$ cat config.mk
export PLATFORM = sky130hd
export DESIGN_NAME = oup_ulpi_link
export DESIGN_NICKNAME = d
export VERILOG_FILES = /design/src/rtl/oup_ulpi_link.sv
export SDC_FILE = /design/constraint.sdc
export NUM_CORES = 1
export LEC_CHECK = 0
export CAP_MARGIN = 5
export CORE_ASPECT_RATIO = 1.4
export CORE_MARGIN = 4
export CORE_UTILIZATION = 50
export CTS_BUF_LIST = sky130_fd_sc_hd__clkbuf_16
export DETAILED_ROUTE_END_ITERATION = 8
export PLACE_DENSITY = 0.85
export SYNTH_ARGS = -nofsm -noshare
export SYNTH_HDL_FRONTEND = slang
export SYNTH_SLANG_ARGS = --single-unit
$ cat constraint.sdc
create_clock -name ulpi_clk_i -period 3.7 [get_ports ulpi_clk_i]
set_input_delay 0.555 -clock ulpi_clk_i [delete_from_list [all_inputs] [get_ports ulpi_clk_i]]
set_output_delay 0.555 -clock ulpi_clk_i [all_outputs]
set_load 0.01 [all_outputs]
$ cat src/rtl/oup_ulpi_link.sv
`default_nettype none
// ============================================================================
//  Module   : oup_ulpi_link
//  Purpose  : ULPI link-side register access engine. Executes NOP, REG_WRITE
//             and REG_READ instructions on the ULPI bus. Optionally decodes
//             RX CMD bytes sent by the PHY while the link is idle.
//  Build    : define OUP_ULPI_RXCMD_EN to enable RX CMD decoding; when it is
//             undefined rx_cmd_byte_o / rx_cmd_valid_o are tied to 0.
//  Ports    : ulpi_clk_i, rst_i          - clock, sync active-high reset
//             ins_instruction_i[7:0]     - 00 NOP, 01 REG_WRITE, 02 REG_READ
//             ins_exec_i / ins_reset_i   - start / abort an instruction
//             ins_exec_done_o / ins_exec_aborted_o - one-cycle result pulses
//             ins_busy_o                 - instruction pending or running
//             phyreg_addr_i / phyreg_data_i - register address / write data
//             phyreg_data_o / phyreg_data_valid_o - read result and strobe
//             rx_cmd_byte_o / rx_cmd_valid_o - last RX CMD byte and strobe
//             ulpi_data_i/o, ulpi_data_oe_o, ulpi_dir_i, ulpi_nxt_i,
//             ulpi_stp_o                 - ULPI bus (tristate resolved above)
//  Revision : 1.0 - initial release
// ============================================================================
module oup_ulpi_link #(
    parameter int NXT_TIMEOUT = 255
) (
    input  logic       ulpi_clk_i,
    input  logic       rst_i,
    input  logic [7:0] ins_instruction_i,
    input  logic       ins_exec_i,
    input  logic       ins_reset_i,
    output logic       ins_exec_done_o,
    output logic       ins_exec_aborted_o,
    output logic       ins_busy_o,
    input  logic [7:0] phyreg_addr_i,
    input  logic [7:0] phyreg_data_i,
    output logic [7:0] phyreg_data_o,
    output logic       phyreg_data_valid_o,
    output logic [7:0] rx_cmd_byte_o,
    output logic       rx_cmd_valid_o,
    input  logic [7:0] ulpi_data_i,
    output logic [7:0] ulpi_data_o,
    output logic       ulpi_data_oe_o,
    input  logic       ulpi_dir_i,
    input  logic       ulpi_nxt_i,
    output logic       ulpi_stp_o
);

    localparam logic [7:0] INS_NOP   = 8'h00;
    localparam logic [7:0] INS_WRITE = 8'h01;
    localparam logic [7:0] INS_READ  = 8'h02;
    // Counter value on the last cycle a command may wait for nxt.
    localparam logic [7:0] TO_LAST   = 8'(NXT_TIMEOUT - 1);

    typedef enum logic [2:0] {
        IDLE    = 3'd0,
        W_CMD   = 3'd1,
        W_DATA  = 3'd2,
        W_STP   = 3'd3,
        R_CMD   = 3'd4,
        R_TURN  = 3'd5,
        R_DATA  = 3'd6,
        R_TBACK = 3'd7
    } state_t;

    state_t      state_q;
    logic [5:0]  addr_q;
    logic [7:0]  wdata_q;
    logic        is_read_q;
    logic        pending_q;
    logic        dir_prev_q;
    logic [7:0]  cnt_q;
    // Set when the current transfer is being torn down rather than completed;
    // W_STP and R_TBACK consult it to choose between done and aborted.
    logic        abort_q;
    logic        done_q;
    logic        aborted_q;
    logic [7:0]  phyreg_data_q;
    logic        phyreg_valid_q;
`ifdef OUP_ULPI_RXCMD_EN
    logic [7:0]  rx_byte_q;
    logic        rx_valid_q;
`endif

    logic        w_drive;
    logic        w_timeout;

    assign w_drive   = (state_q == W_CMD) || (state_q == W_DATA) ||
                       (state_q == W_STP) || (state_q == R_CMD);
    assign w_timeout = !ulpi_nxt_i && (cnt_q == TO_LAST);

    always_ff @(posedge ulpi_clk_i) begin
        if (rst_i) begin
            state_q        <= IDLE;
            addr_q         <= 6'd0;
            wdata_q        <= 8'd0;
            is_read_q      <= 1'b0;
            pending_q      <= 1'b0;
            dir_prev_q     <= 1'b0;
            cnt_q          <= 8'd0;
            abort_q        <= 1'b0;
            done_q         <= 1'b0;
            aborted_q      <= 1'b0;
            phyreg_data_q  <= 8'd0;
            phyreg_valid_q <= 1'b0;
`ifdef OUP_ULPI_RXCMD_EN
            rx_byte_q      <= 8'd0;
            rx_valid_q     <= 1'b0;
`endif
        end else begin
            dir_prev_q     <= ulpi_dir_i;
            done_q         <= 1'b0;
            aborted_q      <= 1'b0;
            phyreg_valid_q <= 1'b0;
`ifdef OUP_ULPI_RXCMD_EN
            rx_valid_q     <= 1'b0;
`endif
            case (state_q)
                IDLE: begin
                    cnt_q   <= 8'd0;
                    abort_q <= 1'b0;
`ifdef OUP_ULPI_RXCMD_EN
                    // PHY-owned bus, past its turnaround cycle, no nxt: RX CMD.
                    if (ulpi_dir_i && dir_prev_q && !ulpi_nxt_i) begin
                        rx_byte_q  <= ulpi_data_i;
                        rx_valid_q <= 1'b1;
                    end
`endif
                    if (ins_reset_i) begin
                        if (pending_q) begin
                            aborted_q <= 1'b1;
                        end
                        pending_q <= 1'b0;
                    end else if (pending_q) begin
                        // Only start once the bus has been ours for two cycles.
                        if (!ulpi_dir_i && !dir_prev_q) begin
                            pending_q <= 1'b0;
                            state_q   <= is_read_q ? R_CMD : W_CMD;
                        end
                    end else if (ins_exec_i) begin
                        addr_q    <= phyreg_addr_i[5:0];
                        wdata_q   <= phyreg_data_i;
                        is_read_q <= (ins_instruction_i == INS_READ);
                        if (ins_instruction_i == INS_NOP) begin
                            done_q <= 1'b1;
                        end else if (((ins_instruction_i == INS_WRITE) ||
                                      (ins_instruction_i == INS_READ)) &&
                                     (phyreg_addr_i <= 8'h3F)) begin
                            pending_q <= 1'b1;
                        end else begin
                            aborted_q <= 1'b1;
                        end
                    end
                end

                W_CMD, W_DATA, R_CMD: begin
                    if (ulpi_dir_i) begin
                        // PHY grabbed the bus: stp must not be driven.
                        aborted_q <= 1'b1;
                        state_q   <= IDLE;
                    end else if (ins_reset_i || w_timeout) begin
                        abort_q <= 1'b1;
                        state_q <= W_STP;
                    end else if (ulpi_nxt_i) begin
                        cnt_q <= 8'd0;
                        case (state_q)
                            W_CMD:   state_q <= W_DATA;
                            W_DATA:  state_q <= W_STP;
                            default: state_q <= R_TURN;
                        endcase
                    end else begin
                        cnt_q <= cnt_q + 8'd1;
                    end
                end

                W_STP: begin
                    if (ins_reset_i || abort_q) begin
                        aborted_q <= 1'b1;
                    end else begin
                        done_q <= 1'b1;
                    end
                    state_q <= IDLE;
                end

                R_TURN: begin
                    if (ins_reset_i || !ulpi_dir_i) begin
                        aborted_q <= 1'b1;
                        state_q   <= IDLE;
                    end else begin
                        state_q <= R_DATA;
                    end
                end

                R_DATA: begin
                    if (ins_reset_i) begin
                        aborted_q <= 1'b1;
                        state_q   <= IDLE;
                    end else begin
                        // nxt here means the PHY replaced the register data
                        // with a USB receive; drop the read but let the PHY
                        // finish before returning to idle.
                        if (ulpi_nxt_i) begin
                            abort_q <= 1'b1;
                        end else begin
                            phyreg_data_q  <= ulpi_data_i;
                            phyreg_valid_q <= 1'b1;
                        end
                        state_q <= R_TBACK;
                    end
                end

                R_TBACK: begin
                    if (ins_reset_i) begin
                        aborted_q <= 1'b1;
                        state_q   <= IDLE;
                    end else if (!ulpi_dir_i) begin
                        if (abort_q) begin
                            aborted_q <= 1'b1;
                        end else begin
                            done_q <= 1'b1;
                        end
                        state_q <= IDLE;
                    end
                end

                default: state_q <= IDLE;
            endcase
        end
    end

    always_comb begin
        ulpi_data_o = 8'h00;
        if (ulpi_data_oe_o) begin
            case (state_q)
                W_CMD:   ulpi_data_o = {2'b10, addr_q};
                W_DATA:  ulpi_data_o = wdata_q;
                R_CMD:   ulpi_data_o = {2'b11, addr_q};
                default: ulpi_data_o = 8'h00;
            endcase
        end
    end

    assign ulpi_data_oe_o      = w_drive && !ulpi_dir_i;
    assign ulpi_stp_o          = (state_q == W_STP);
    assign ins_busy_o          = pending_q || (state_q != IDLE);
    assign ins_exec_done_o     = done_q;
    assign ins_exec_aborted_o  = aborted_q;
    assign phyreg_data_o       = phyreg_data_q;
    assign phyreg_data_valid_o = phyreg_valid_q;
`ifdef OUP_ULPI_RXCMD_EN
    assign rx_cmd_byte_o       = rx_byte_q;
    assign rx_cmd_valid_o      = rx_valid_q;
`else
    assign rx_cmd_byte_o       = 8'h00;
    assign rx_cmd_valid_o      = 1'b0;
`endif

endmodule
`default_nettype wire
; After elaboration in Yosys (flattened, before gate mapping)
; Cells that the tools add are included.
; W data, S select, Z words.
[word_totals]
ramBits = 0
elab_cells = 119
latchBits = 0
mem_count = 0
out_inout_bits = 31
mem_bits_ro = 0
register_bits = 40
[classes]
reduce_logical = 27
div_mod_pow = 0
n_mul = 0
add_sub_neg = 1
n_eq_ne = 20
n_shift = 0
n_mux = 54
order_cmp = 1
bitwise = 4
[ops]
columns = op, n
row1 = $mux W3, 11
row2 = $mux W1, 32
row3 = $mux W8, 4
row4 = $pmux W8 S3, 1
row5 = $pmux W3 S6, 1
row6 = $ne A2 B2 Y1 const B, 8
row7 = $pmux W8 S2, 1
row8 = $eq A3 B3 Y1 const B, 4
row9 = $reduce_and A5 Y1, 2
row10 = $add A8 B1 Y8 const B, 1
row11 = $eq A8 B1 Y1 const B, 1
row12 = $eq A8 B2 Y1 const B, 1
row13 = $eq A8 B8 Y1 const B, 1
row14 = $le A8 B6 Y1 const B, 1
row15 = $logic_not A8 Y1, 1
row16 = $logic_or A1 B1 Y1, 8
row17 = $eq A3 B2 Y1 const B, 2
row18 = $pmux W1 S3, 2
row19 = $pmux W1 S6, 1
row20 = $pmux W3 S2, 1
row21 = $reduce_and A3 Y1, 2
row22 = $reduce_bool A3 Y1, 2
row23 = $reduce_or A3 Y1, 2
row24 = $logic_and A1 B1 Y1, 4
row25 = other kinds (8), 13

; Logic depth before layout (Yosys ltp)
[depth]
ltp_word = 9
ltp_mapped = 8

; Worst setup path before layout
; OpenSTA, ideal clock, no wires.
[synth_path]
path_type = register to output
startpoint = register state_q[0]
endpoint = output port ulpi_data_o[0]
stages_incl_launch_ff = 8
required_time_ns = 3.145
path_slack_ns = 1.693
arrival_ns = 1.452
path_buffers = 2
cell_sequence = dfxtp_1 > buf_2 > clkbuf_1 > nor2b_1 > a22oi_1 > nor2_1 > a21oi_1 > nor2_1
[synth_between]
elab_chain_len = 6
elab_cells_between_ends = 10
classes_between = eq/ne: 4 / mux: 2 / reduce/logical: 4
[synth_rtl]
columns = item, line_no
row1 = from (decl), 63  ; state_t state_q;
row2 = from (signal assigned), 135  ; state_q <= is_read_q ? R_CMD : W_CMD;
row3 = $eq A3 B1 Y1 / $eq A3 B2 Y1 (equally long branches), "85, 231"
row4 = $logic_or A1 B1 Y1 (2 in series), 85  ; assign w_drive = (state_q == W_CMD) || (state_q == W_DATA) ||
row5 = $logic_or A1 B1 Y1, 86  ; (state_q == W_STP) || (state_q == R_CMD);
row6 = $logic_and A1 B1 Y1, 240  ; assign ulpi_data_oe_o = w_drive && !ulpi_dir_i;
row7 = $mux W8 *, 230  ; if (ulpi_data_oe_o) begin
row8 = to (decl), 39  ; output logic [7:0] ulpi_data_o,
; Mark *: on every way between the ends. The rest lies on a longest branch, timed or not.

; Worst setup path after layout
[layout_path]
startpoint = register state_q[1]
endpoint = output port ulpi_data_o[4]
; The elaborated chain is that of the path after synthesis.

==> impl_results.md <==
* Crit path capture type: output port
* Die width at 63.9 um
* Pre-CTS WS at 0.838 ns
* CTS hold repair buffers at 0
* # setup viols final at 0
* First-pass GRT wire length at 8760 um
* Starting Density at 51.6%
* Postcts setup bufs at 0
* Synthesized cell area at 2190 sq um
* Max Cap Viol at 0
* Total Negative Setup Slacks at 0 ns
* Highest-count cells in the layout ignoring fill and taps: clkdlybuf4s50_1 (59), nor2_1 (44), dfxtp_1 (40)
* Initial DRC count at 79
* Top FF cell, synth: dfxtp_1
* Critical Path RT at 3.14 ns
* RSZ-0062 raised after global routing: false
* Post-DRT Antenna Nets at 0
* Vias at 2098
* Crit Path Class: reg -> out
* Final Cycle Share at 85.9%
* CP startpoint kind: flop
* DRT Pass-1 Iters at 4
* H-tree Lvls at 2
* Seq cells post-synth at 40
* Hold WS at 0.456 ns
* CORE AREA at 4240 sq um
* GRT Util Overall at 20.0%
* Average size of a mapped cell at 7.64 sq um
* DRC viols at 0
* Slew headroom at 39.5%
* Clock power frac at 38.2%
* Final Core Density at 68.8%
* Sw power at 0.367 mW
* Final Instance Count excl. Fillers at 396
* Synth unique cells at 49
* Pwr Density at 436 nW/um^2
* GP Congestion at 0.861
* Max Slew Vio Count at 0
* WL/cell at 13.0 um
* Chip height at 86.2 um
* Num Clock Sinks at 40
* Leakage at 1.01 nW
* Fraction of layout cells with a size suffix above 1 at 5.65%
* HP Class: reg -> reg
* Pwr Total at 1.27 mW
* Largest net degree at the start of global routing at 24
* Setup slack after layout at 0.522 ns
* Yosys warns at 0
* Worst-margin pin slew at 0.904 ns
* Final Hold Violating Endpoints at 0
* Routed WL at 5170 um
* Fmax at 315 MHz
* Final net count at 375
* Max FO, Critical Path at 17
* CTS clk-pin slew, worst paths at 0.06 ns
* Run status: complete, no violations
* Reg power frac at 39.0%
* Comb pwr share at 22.8%
* Placed Instances at 388
* Final instance area at 2920 sq um
* Sequential share of the synthesized area at 36.6%
* Clock skew at 0.00419 ns
* CTS tree: built
* Commonest non-fill, non-tap cell in the layout: clkdlybuf4s50_1
* Post-Synthesis Cells at 286
* Root buf cell: clkbuf_16
* Placed Area at 2750 sq um
* VDD IR max at 0.000345 V
* Cell internal pwr at 0.905 mW
* WP data arrival at 2.62 ns
* P&R area growth vs syn at 33.4%
* Antenna Cells at 0
* I/O Buffers at 59
* DR vias/cell at 5.30
* Crit path time final at 3.18 ns
* Filler Cells Inserted at 339
* Initial antenna violation count at 0
* Die area at 5510 sq um
* # rows at 28
* Num CTS Buffers at 5
* I/O Pins at 69
* Post-CTS Resized at 0
* Post-synth EDFFs at 0
* FFs w/ async S/R, synth at 0%
* Max clock buf depth at 2
* Hpwl dp at 3800 um
* Total gr overflow at 0
* Switching Fraction at 28.9%
* Vias in the first global route at 2015
* Clock insertion delay at the later pin of the skew report at 0.28 ns
==> Yosys cell counts (2+ instances only) <==
library cell  count  share of area, %
a211oi_1          7               2.4
a21o_1            2              0.69
a21oi_1          35               8.0
a22oi_1           6               2.1
a31oi_1           2              0.57
and2_1            2              0.57
and3_1            2              0.57
buf_2             4              0.92
buf_4            10               3.4
clkbuf_1         12               2.1
dfxtp_1          40                37
ha_1              2               1.1
inv_1             5              0.86
mux2i_1           8               3.7
nand2_1          38               6.5
nand2b_1          2              0.57
nand3_1           6               1.4
nor2_1           44               7.6
nor2b_1           5               1.4
nor3_1            9               2.1
nor4_2            2               1.1
o21ai_0           6               1.4
o22ai_1           2              0.57
o311ai_0          2              0.80
xnor2_1           8               3.2
xor2_1            2              0.80
==> kinds of logic (layout without fill, tap and decap cells) <==
kind of cell / Yosys count / after routing / synth area share, %
AO/OA/AOI/OAI: 69 / 69 / 19.9
XOR/XNOR: 10 / 10 / 4.01
adder cells (fa/ha/maj): 2 / 2 / 1.14
buffers and inverters: 33 / 75 / 7.96
flip-flops: 40 / 40 / 36.6
multiplexers: 8 / 8 / 3.66
other: 1 / 9 / 0.172
AND/OR/NAND/NOR: 123 / 123 / 26.6
==> per-layer routing <==
metal / vias up / track usage, % / share of wire, %
li1: 1065 / - / -
met1: 944 / 22.3 / 41
met2: 74 / 34.9 / 50
met3: 15 / 5.19 / 6.3
met4: 0 / 9.82 / 2.7
met5: - / 0 / 0
==> critical path, stage by stage, from the launching register on <==
cell             delay [ns]
dfxtp_1                0.66
nor2b_1                0.65
a22oi_1                0.19
nor2_1                 0.12
a21oi_1                0.05
nor2_1                 0.10
clkdlybuf4s50_1        0.55
==> power by group through the flow <==
| stage | Combinational (mW) | Sequential [mW] | Clock [mW] |
|---|---|---|---|
| after floorplan | 0.217 | 0.482 | 0 |
| after global placement | 0.286 | 0.504 | 0 |
| after detailed placement | 0.288 | 0.505 | 0 |
| after CTS | 0.290 | 0.496 | 0.493 |
| after global routing | 0.325 | 0.501 | 0.509 |
| final | 0.290 | 0.496 | 0.486 |
==> worst paths after layout <==
kind,startpoint,end,slack [ns],cells after the start
setup / recovery,state_q[1]$_SDFFE_PP0P_,ulpi_data_o[4],0.52,6
hold / removal,wdata_q[6]$_SDFFE_PP0P_,wdata_q[6]$_SDFFE_PP0P_,0.46,2
setup reg to reg,state_q[1]$_SDFFE_PP0P_,phyreg_data_o[7]$_SDFFE_PP0P_,1.27,5
hold reg to reg,wdata_q[6]$_SDFFE_PP0P_,wdata_q[6]$_SDFFE_PP0P_,0.46,2
==> cell type report <==
cell class	instances	area [sq um]	area share (%)
clock buffers	5	125	4.29
clock inverters	3	42.5	1.46
inverters	5	18.8	0.644
multi-input cells	221	1240	42.6
flip-flops and latches	40	801	27.5
well taps	60	75.1	2.57
repair buffers	62	613	21.0
==> flip-flops by register name (all words and copies together) (netlist names) <==
signal and count:
abort_q 1, pending_q 1, addr_q 6, ins_exec_aborted_o 1, phyreg_data_valid_o 1, phyreg_data_o 8
ins_exec_done_o 1, state_q 3, is_read_q 1, wdata_q 8, dir_prev_q 1, cnt_q 8
(Power assumes the default switching activity.)
